[config.mk]
export PLATFORM = sky130hd
export DESIGN_NAME = ship_placer
export DESIGN_NICKNAME = d
export VERILOG_FILES = /design/src/rtl/ship_placer.sv
export SDC_FILE = /design/constraint.sdc
export NUM_CORES = 1
export LEC_CHECK = 0
export ABC_AREA = 1
export CAP_MARGIN = 20
export CORE_MARGIN = 4
export CORE_UTILIZATION = 49
export DETAILED_ROUTE_END_ITERATION = 7
export PLACE_DENSITY = 0.75
export SYNTH_ARGS = -nofsm -noshare
export SYNTH_HDL_FRONTEND = slang
export SYNTH_SLANG_ARGS = --single-unit
[constraint.sdc]
create_clock -name clock -period 7.58 [get_ports clock]
set_input_delay 1.137 -clock clock [delete_from_list [all_inputs] [get_ports clock]]
set_output_delay 1.137 -clock clock [all_outputs]
set_load 0.05 [all_outputs]
[src/rtl/ship_placer.sv]
// ship_placer: places a fixed fleet of NUM_SHIPS ships on an 8x8 board.
// Each ship's row, column and direction come from the random source. A
// placement that would leave the board or overlap an earlier ship is
// retried. Accepted ships are committed into a 64-bit occupancy map.
// Optional feature macro: PLACER_RETRY_LIMIT_EN. When it is defined, a ship
// that is rejected MAX_TRIES times aborts the placement through FAIL.
module ship_placer #(
    parameter int NUM_SHIPS     = 4,
    parameter int SHIP_BASE_LEN = 2,
    parameter int SAMPLE_GAP    = 4,
    parameter int MAX_TRIES     = 15
) (
    input  logic        clock,
    input  logic        reset,
    input  logic        start,
    input  logic [2:0]  rnd_posicao_orientacao,
    input  logic        rnd_direcao,
    output logic        busy,
    output logic        done,
    output logic        error,
    output logic [63:0] board,
    output logic [2:0]  ships_placed
);

    localparam int GW = (SAMPLE_GAP > 1) ? $clog2(SAMPLE_GAP) : 1;
    localparam logic [GW-1:0] GAP_LAST  = GW'(SAMPLE_GAP - 1);
    localparam logic [3:0]    BASE_LEN  = 4'(SHIP_BASE_LEN);
    localparam logic [2:0]    FLEET     = 3'(NUM_SHIPS);
    localparam logic [7:0]    TRY_LIMIT = 8'(MAX_TRIES);
`ifdef PLACER_RETRY_LIMIT_EN
    localparam bit RETRY_LIMIT_EN = 1'b1;
`else
    localparam bit RETRY_LIMIT_EN = 1'b0;
`endif

    typedef enum logic [2:0] {
        IDLE,
        SAMPLE_ROW,
        SAMPLE_COL,
        CHECK,
        WRITE,
        DONE,
        FAIL
    } state_t;

    state_t        state;
    state_t        state_next;
    logic [GW-1:0] gap_cnt;
    logic          gap_last;
    logic [2:0]    row;
    logic [2:0]    col;
    logic          dir;
    logic [7:0]    try_cnt;
    logic [7:0]    try_cnt_inc;
    logic [3:0]    len;
    logic [3:0]    end_pos;
    logic          in_bounds;
    logic          accept;
    logic          limit_hit;
    logic [63:0]   mask;
    logic [3:0]    r4;
    logic [3:0]    c4;
    logic [2:0]    ships_inc;
    logic          error_q;

    assign gap_last    = (gap_cnt == GAP_LAST);
    assign len         = BASE_LEN + {1'b0, ships_placed};
    assign ships_inc   = ships_placed + 3'd1;
    assign try_cnt_inc = try_cnt + 8'd1;
    assign limit_hit   = RETRY_LIMIT_EN && (try_cnt_inc == TRY_LIMIT);
    assign end_pos     = (dir ? {1'b0, row} : {1'b0, col}) + len - 4'd1;
    assign in_bounds   = (end_pos <= 4'd7);
    assign accept      = in_bounds && ((mask & board) == 64'd0);
    assign error       = error_q;

    // Build the cell mask of the candidate ship, dropping cells off the board
    always_comb begin
        mask = '0;
        r4   = '0;
        c4   = '0;
        for (int k = 0; k < 8; k++) begin
            r4 = {1'b0, row} + (dir ? 4'(k) : 4'd0);
            c4 = {1'b0, col} + (dir ? 4'd0 : 4'(k));
            if ((4'(k) < len) && (r4 < 4'd8) && (c4 < 4'd8))
                mask[{r4[2:0], c4[2:0]}] = 1'b1;
        end
    end

    // State register
    always_ff @(posedge clock or posedge reset) begin
        if (reset) state <= IDLE;
        else       state <= state_next;
    end

    // Next-state decoding and status outputs
    always_comb begin
        state_next = state;
        busy       = 1'b0;
        done       = 1'b0;
        case (state)
            IDLE: begin
                if (start) state_next = SAMPLE_ROW;
            end
            SAMPLE_ROW: begin
                busy = 1'b1;
                if (gap_last) state_next = SAMPLE_COL;
            end
            SAMPLE_COL: begin
                busy = 1'b1;
                if (gap_last) state_next = CHECK;
            end
            CHECK: begin
                busy = 1'b1;
                if (accept)         state_next = WRITE;
                else if (limit_hit) state_next = FAIL;
                else                state_next = SAMPLE_ROW;
            end
            WRITE: begin
                busy = 1'b1;
                state_next = (ships_inc == FLEET) ? DONE : SAMPLE_ROW;
            end
            DONE: begin
                done       = 1'b1;
                state_next = IDLE;
            end
            FAIL: begin
                done       = 1'b1;
                state_next = IDLE;
            end
            default: state_next = IDLE;
        endcase
    end

    // Datapath: sample capture, retry counting and board commits
    always_ff @(posedge clock or posedge reset) begin
        if (reset) begin
            gap_cnt      <= '0;
            row          <= '0;
            col          <= '0;
            dir          <= 1'b0;
            try_cnt      <= '0;
            board        <= '0;
            ships_placed <= '0;
            error_q      <= 1'b0;
        end else begin
            case (state)
                IDLE: begin
                    gap_cnt <= '0;
                    if (start) begin
                        board        <= '0;
                        ships_placed <= '0;
                        try_cnt      <= '0;
                        error_q      <= 1'b0;
                    end
                end
                SAMPLE_ROW: begin
                    if (gap_last) begin
                        row     <= rnd_posicao_orientacao;
                        gap_cnt <= '0;
                    end else begin
                        gap_cnt <= gap_cnt + GW'(1);
                    end
                end
                SAMPLE_COL: begin
                    if (gap_last) begin
                        col     <= rnd_posicao_orientacao;
                        dir     <= rnd_direcao;
                        gap_cnt <= '0;
                    end else begin
                        gap_cnt <= gap_cnt + GW'(1);
                    end
                end
                CHECK: begin
                    if (!accept) begin
                        try_cnt <= try_cnt_inc;
                        if (limit_hit) error_q <= 1'b1;
                    end
                end
                WRITE: begin
                    board        <= board | mask;
                    ships_placed <= ships_inc;
                    try_cnt      <= '0;
                end
                default: gap_cnt <= '0;
            endcase
        end
    end

endmodule
==> results of run 1 <==
==> through the flow <==
step                utilization [%]  cell area (sq um)  worst slack, ps  cells
global placement              54.15              10640             3004   2095
global route                  55.93              10990             2203   2113
finish                        55.93              10990             2433   2113
floorplan                         -               9867             4420   1804
CTS                           55.75              10960             2514   2111
detailed placement            54.15              10640             2947   2095
==> state kept, by name, indices dropped and copies added (netlist names) <==
signal        cells
dir               1
col               3
ships_placed      3
board            64
state             3
row               3
gap_cnt           2
==> layer usage <==
metal  GRT usage [%]  up-vias  part of all wire (%)
li1                -     5859                     -
met3           13.33      259                    15
met4           26.58        4                   7.9
met1           57.79     5941                    37
met2           63.82     1136                    41
met5           2.273        -                  0.14
==> area by class of cell <==
type | instances | area [sq um]
clock buffers | 9 | 225.2
clock inverters | 7 | 88.84
fillers | 2128 | 8662
inverters | 178 | 676.9
multi-input cells | 1491 | 6854
flip-flops and latches | 79 | 1977
well taps | 265 | 331.6
repair buffers | 84 | 838.3
==> power by group <==
part	internal [mW]	total, mW	switching, mW
clock network	0.263	0.500	0.236
logic	0.690	3.77	3.08
registers	0.469	0.604	0.135
total	1.42	4.88	3.46
==> cell usage in the layout, fill, tap and decap left out, drive strengths merged <==
cell and instances:
nand2 657, nor2 310, nand3 273, inv 180, o21ai 114, dfrtp 79, clkdlybuf4s50 75, nor3 29
o22ai 26, ha 23, nand4 17, a21oi 16, clkbuf 9, buf 9, o211ai 7, nand3b 5
fa 4, clkinv 3, o2111ai 2, a22o 1, a22oi 1, o21a 1, xnor2 1, xor2 1
o31ai 1, a211oi 1, conb 1, clkinvlp 1, bufinv 1
==> path summary, 6_finish.rpt <==
kind | startpoint | to | depth (start not counted) | slack (ps)
hold reg to reg | gap_cnt[0] | gap_cnt[0] | 1 | 510
max in group asynchronous | reset | board[62] | 4 | 5840
setup / recovery | state[2] | busy | 6 | 2430
hold / removal | gap_cnt[0] | gap_cnt[0] | 1 | 510
setup reg to reg | col[0] | state[0] | 19 | 3240
min in group asynchronous | reset | board[3] | 3 | 1110
==> kinds of logic after synthesis <==
logic type,Yosys count
simple gates,1291
flops,79
fa+ha+maj,27
buf+inv,234
other cells,1
compound gates,170
xor+xnor,2
==> Yosys cell counts, types with 13 or more instances <==
library cell / n / area (sq um)
dfrtp_1: 79 / 1977
o21ai_1: 15 / 75.07
nor3_1: 14 / 70.07
inv_1: 155 / 581.8
a21oi_1: 16 / 80.08
nor2_1: 278 / 1044
buf_4: 13 / 97.59
o22ai_1: 26 / 162.7
nor3_2: 14 / 140.1
nand4_1: 16 / 100.1
o21ai_0: 97 / 485.5
nor2_2: 29 / 181.4
inv_2: 20 / 75.07
clkbuf_1: 18 / 67.56
nand3_1: 266 / 1331
buf_2: 13 / 65.06
ha_1: 23 / 287.8
nand2_1: 649 / 2436
==> critical path, cell delays in order (launching register included) <==
cell	delay (ps)
dfrtp_1	330
buf_4	390
inv_1	220
nor2_4	850
inv_1	750
nand3_1	270
clkdlybuf4s50_1	830
==> results by group, run 1 <==
STA
  • Skew final: 17.07 ps
  • Final setup violation count: 0
  • Slew Limit Fails: 0
  • Fin Setup TNS: 0 ps
  • Max Freq: 194.3 MHz
  • Worst-margin pin slew: 1292 ps
  • RSZ-0062 raised after global routing: no
  • Hold Vio Cnt, Final: 0
  • Hold slack: 507.4 ps
  • Post-route minimum period: 5147 ps
  • Fin crit share: 67.90%
  • Slew margin rel.: 13.56%

Place
  • Final Wtd Congestion: 1.131
  • # port buffers: 75
  • DPL Wire Length: 38,430 um

CTS
  • CTS Sinks: 79
  • H-Tree Depth: 3
  • Total clock buffers created by CTS: 9
  • # Post-CTS Setup Buffers: 0
  • CTS tree: built
  • Cts repair resizes: 0
  • Root Driver: clkbuf_16
  • Hold_buf cts: 0
  • Worst skew pair latency: 370 ps
  • Clock-pin slew on the worst setup and hold paths: 80 ps
  • CTS Buffer Depth: 2

Global routing
  • Global-route wire length before repair: 73,630 um
  • Gr usage total: 44.23%
  • Initial antenna violation count: 1
  • Vias in the first global route: 12,010
  • Total gr overflow: 0
  • Largest net degree at the start of global routing: 80

Logic synthesis
  • Netlist cell types: 40
  • Largest family of logic cells by synthesized area: simple AND/OR/NAND/NOR gates
  • Mean Syn Cell Area: 5.469 sq um
  • Synth Area in Compound Gates: 9.422%
  • Simple-Gate Fraction of Synth Area: 56.02%
  • Most used DFF post-synth: dfrtp_1
  • Post-Synth Adder-Cell Area: 3.728%
  • Asr flop ratio synth: 100.0%
  • Post-Syn Area: 0.009867 sq mm
  • Post-synth EDFFs: 0
  • Mux contribution to synthesized area: 0%
  • Syn Inst Count: 1,804
  • Syn_nets: 1,838
  • Yosys warns: 0
  • #FFs+latches synth: 79
  • Sequential element share of the synthesized area: 20.04%
  • Post-synthesis xor/xnor area fraction: 0.1775%

Floorplan
  • Die outline height: 149.9 um
  • Die X: 149.9 um
  • Boundary Pins: 77
  • Initial core utilization: 50.20%
  • DIE AREA: 0.02247 sq mm
  • Core Area: 0.01965 sq mm
  • Row cnt: 51

Pwr
  • Leak pwr: 5.472 nW
  • VDD IR max: 431.4 uV
  • Post-route total power: 4.878 mW
  • Pwr/cell area: 443.7 mW/mm^2

Finish
  • Nets@finish: 1,877
  • Ant. Diodes: 0
  • Synth-to-layout area growth: 11.40%
  • Share of cells above drive strength 1: 6.223%

Worst setup path
  • Worst Path Arrival: 4010 ps
  • Element type at the critical path end: output pin
  • Crit path kind: reg2out
  • Required @ worst endpoint: 6440 ps
  • Setup crit start kind: flop
  • Critical path fanouts, max: 51

Detailed routing
  • Detail-routed via count per cell: 6.247
  • Via count: 13,200
  • Drt wl/cell: 23.92 um
  • Detailed Routing Iterations Pass 1: 7
  • Post-DRT Antenna Nets: 0
  • Routed Wire Length: 50,550 um
  • DRT iter0 DRCs: 2,160
  • DRC viols: 0

Status
  • Outcome: complete, no violations

Hold path
  • Hold Crit Class: reg2reg

Job
  • Max-cap violations: 0
Power figures use the tool's default switching activity.
==> run 2, diff against run 1 <==
--- a/config.mk
+++ b/config.mk
@@ -10,7 +10,7 @@
 export CORE_MARGIN = 4
 export CORE_UTILIZATION = 49
 export DETAILED_ROUTE_END_ITERATION = 7
-export PLACE_DENSITY = 0.75
+export PLACE_DENSITY = 0.78
 export SYNTH_ARGS = -nofsm -noshare
 export SYNTH_HDL_FRONTEND = slang
 export SYNTH_SLANG_ARGS = --single-unit
==> constraint.sdc (replaced) <==
create_clock -name clock -period 4.52 [get_ports clock]
set_input_delay 0.678 -clock clock [delete_from_list [all_inputs] [get_ports clock]]
set_output_delay 0.678 -clock clock [all_outputs]
set_load 0.05 [all_outputs]
==> run 2 against run 1 <==
  * Cell count rose by 1.4%
  * Flip-flop and latch count did not move
  * First-iteration DRC count decreased by 1.6%
==> results by group, run 2 (synthesis gave the netlist of run 1 again) <==
Floorplan
  • Row cnt: 51 (unchanged)
  • Boundary Pins: 77 (unchanged)
  • Initial core utilization: 50.20% (unchanged)
  • DIE AREA: 0.02247 sq mm (unchanged)
  • Die outline height: 149.9 um (unchanged)
  • Die X: 149.9 um (unchanged)
  • Core Area: 0.01965 sq mm (unchanged)

CTS
  • Cts repair resizes: 0 (unchanged)
  • CTS Sinks: 79 (unchanged)
  • Worst skew pair latency: 360 ps (about the same)
  • # Post-CTS Setup Buffers: 0 (unchanged)
  • CTS Buffer Depth: 2 (unchanged)
  • Total clock buffers created by CTS: 9 (unchanged)
  • CTS tree: built
  • Clock-pin slew on the worst setup and hold paths: 70 ps (about the same)
  • H-Tree Depth: 3 (unchanged)
  • Root Driver: clkbuf_16
  • Hold_buf cts: 0 (unchanged)

Worst setup path
  • CP delay by family, top: simple AND/OR/NAND/NOR gates
  • Crit path kind: reg2reg
  • Slowest cell on the critical path: dfrtp_1
  • Crit path top cell by count: nand2_1
  • RR Endpoint: state[0]
  • Worst Path Arrival: 4420 ps (+410 ps)
  • Setup crit start kind: flop
  • Required @ worst endpoint: 4780 ps (-1660 ps)
  • Crit-path max cell delay: 510 ps (-340 ps)
  • Bufs and invs on worst path: 5 (+1)
  • Crit-path cells: inv_1 -> ha_1 -> inv_1 -> fa_1 -> inv_1 -> nand2_1 -> nand3_1 -> nor2_1 -> nand2_1 -> inv_2 -> nand2_1 -> o2111ai_1 -> nor2_1 -> nor2_1 -> nor2_1 -> buf_4 -> nand3b_1 -> nor2_2 -> nand3_1 -> nand2_1 -> nand2_1
  • Worst R2R Setup Slack: 370 ps (-2870 ps)
  • Crit path launch: dir
  • Reg2Reg Launch Point: dir
  • Element type at the critical path end: flop
  • Critical path fanouts, max: 11 (-78%)
  • R2R depth: 21 (+2)

Finish
  • Ant. Diodes: 0 (unchanged)
  • Most frequent cells in the layout: nand2_1, nor2_1, nand3_1
  • Post-route cell area: 0.01119 sq mm (+1.8%)
  • Synth-to-layout area growth: 13.39%
  • Share of cells above drive strength 1: 7.774% (+1.6 points)
  • Reg with most FFs: board
  • Commonest non-fill, non-tap cell in the layout: nand2_1
  • Area taken by multi-input logic gates: 0.006854 sq mm (unchanged)
  • Final core utilization: 56.93% (+1.0 points)
  • Nets@finish: 1,907 (+1.6%)
  • Seq. cell area: 0.001977 sq mm (unchanged)
  • Fill count: 2,128 (unchanged)
  • Max reg flops: 64 (unchanged)

Detailed routing
  • Post-DRT Antenna Nets: 0 (unchanged)
  • DRC viols: 0 (unchanged)
  • Routed Wire Length: 51,510 um (+1.9%)
  • DRT iter0 DRCs: 2,126 (-1.6%)
  • Via count: 13,340 (+1.1%)
  • Detail-routed via count per cell: 6.226 (-0.32%)
  • Drt wl/cell: 24.04 um (+0.48%)
  • Detailed Routing Iterations Pass 1: 6 (-1)

Pwr
  • VDD IR max: 738.3 uV (+71%)
  • Post-route total power: 8.463 mW (+74%)
  • Pwr/cell area: 756.4 mW/mm^2 (+70%)
  • Leak pwr: 5.611 nW (+2.5%)

Place
  • # port buffers: 75 (unchanged)
  • Final Wtd Congestion: 1.155 (+2.1%)
  • Placement Cell Area: 0.01091 sq mm (+2.5%)
  • DPL Wire Length: 40,170 um (+4.6%)

Global routing
  • Initial antenna violation count: 1 (unchanged)
  • Global-route wire length before repair: 76,070 um (+3.3%)
  • Total gr overflow: 0 (unchanged)
  • Vias in the first global route: 12,400 (+3.3%)
  • Largest net degree at the start of global routing: 53 (-34%)
  • Gr usage total: 45.63% (+1.4 points)

STA
  • Fin Setup TNS: 0 ps (unchanged)
  • Final setup violation count: 0 (unchanged)
  • Skew final: 14.69 ps (-2.374 ps)
  • Post-route minimum period: 4155 ps
  • Max Freq: 240.7 MHz
  • Slew Limit Fails: 0 (unchanged)
  • Worst-margin pin slew: 1041 ps (-250.7 ps)
  • Hold Vio Cnt, Final: 0 (unchanged)
  • Slew margin rel.: 30.33% (+17 points)
  • Fin crit share: 91.92%
  • RSZ-0062 raised after global routing: no

Hold path
  • HP Start: gap_cnt[0]
  • Hold Crit Class: reg2reg
  • Hold Path Cell Cnt: 1 (unchanged)
  • Hold Path Sink: gap_cnt[0]

Status
  • Outcome: complete, no violations

Job
  • Max-cap violations: 0 (unchanged)
run 2: metrics by stage:
stage                     hold WS [ps]  cells  setup slack (ps)
after floorplan                  458.0   1804              1472
after global placement           475.0   2127             581.8
after detailed placement         493.5   2127             654.0
after CTS                        511.5   2143             638.5
after global routing             528.0   2143             156.1
final                            508.1   2143             365.1
run 2: layer usage:
layer	routed length, um	vias to the layer above	GRT usage (%)
met5	9	-	0
met4	4364	2	30.33
met3	7438	239	13.14
met2	20550	1123	64.18
met1	19150	6062	60.34
li1	-	5917	-
run 2: area by class of cell:
type / count / share of cell area [%]
inverters: 178 / 6.050
repair buffers: 114 / 9.528
clock inverters: 7 / 0.5144
clock buffers: 9 / 2.013
multi-input cells: 1491 / 61.26
flip-flops and latches: 79 / 17.67
well taps: 265 / 2.964
run 2: worst max-delay path by stage:
stage / cells after the start / slack (ps) / end
floorplan: 20 / 1470 / state[0]
global placement: 18 / 580 / state[0]
detailed placement: 21 / 650 / state[0]
CTS: 21 / 640 / state[0]
global route: 21 / 160 / state[0]
finish: 21 / 370 / state[0]
run 2: power breakdown:
part           internal (mW)  switching, mW
clock                  0.379          0.340
sequential             0.790          0.127
combinational           1.43           5.40
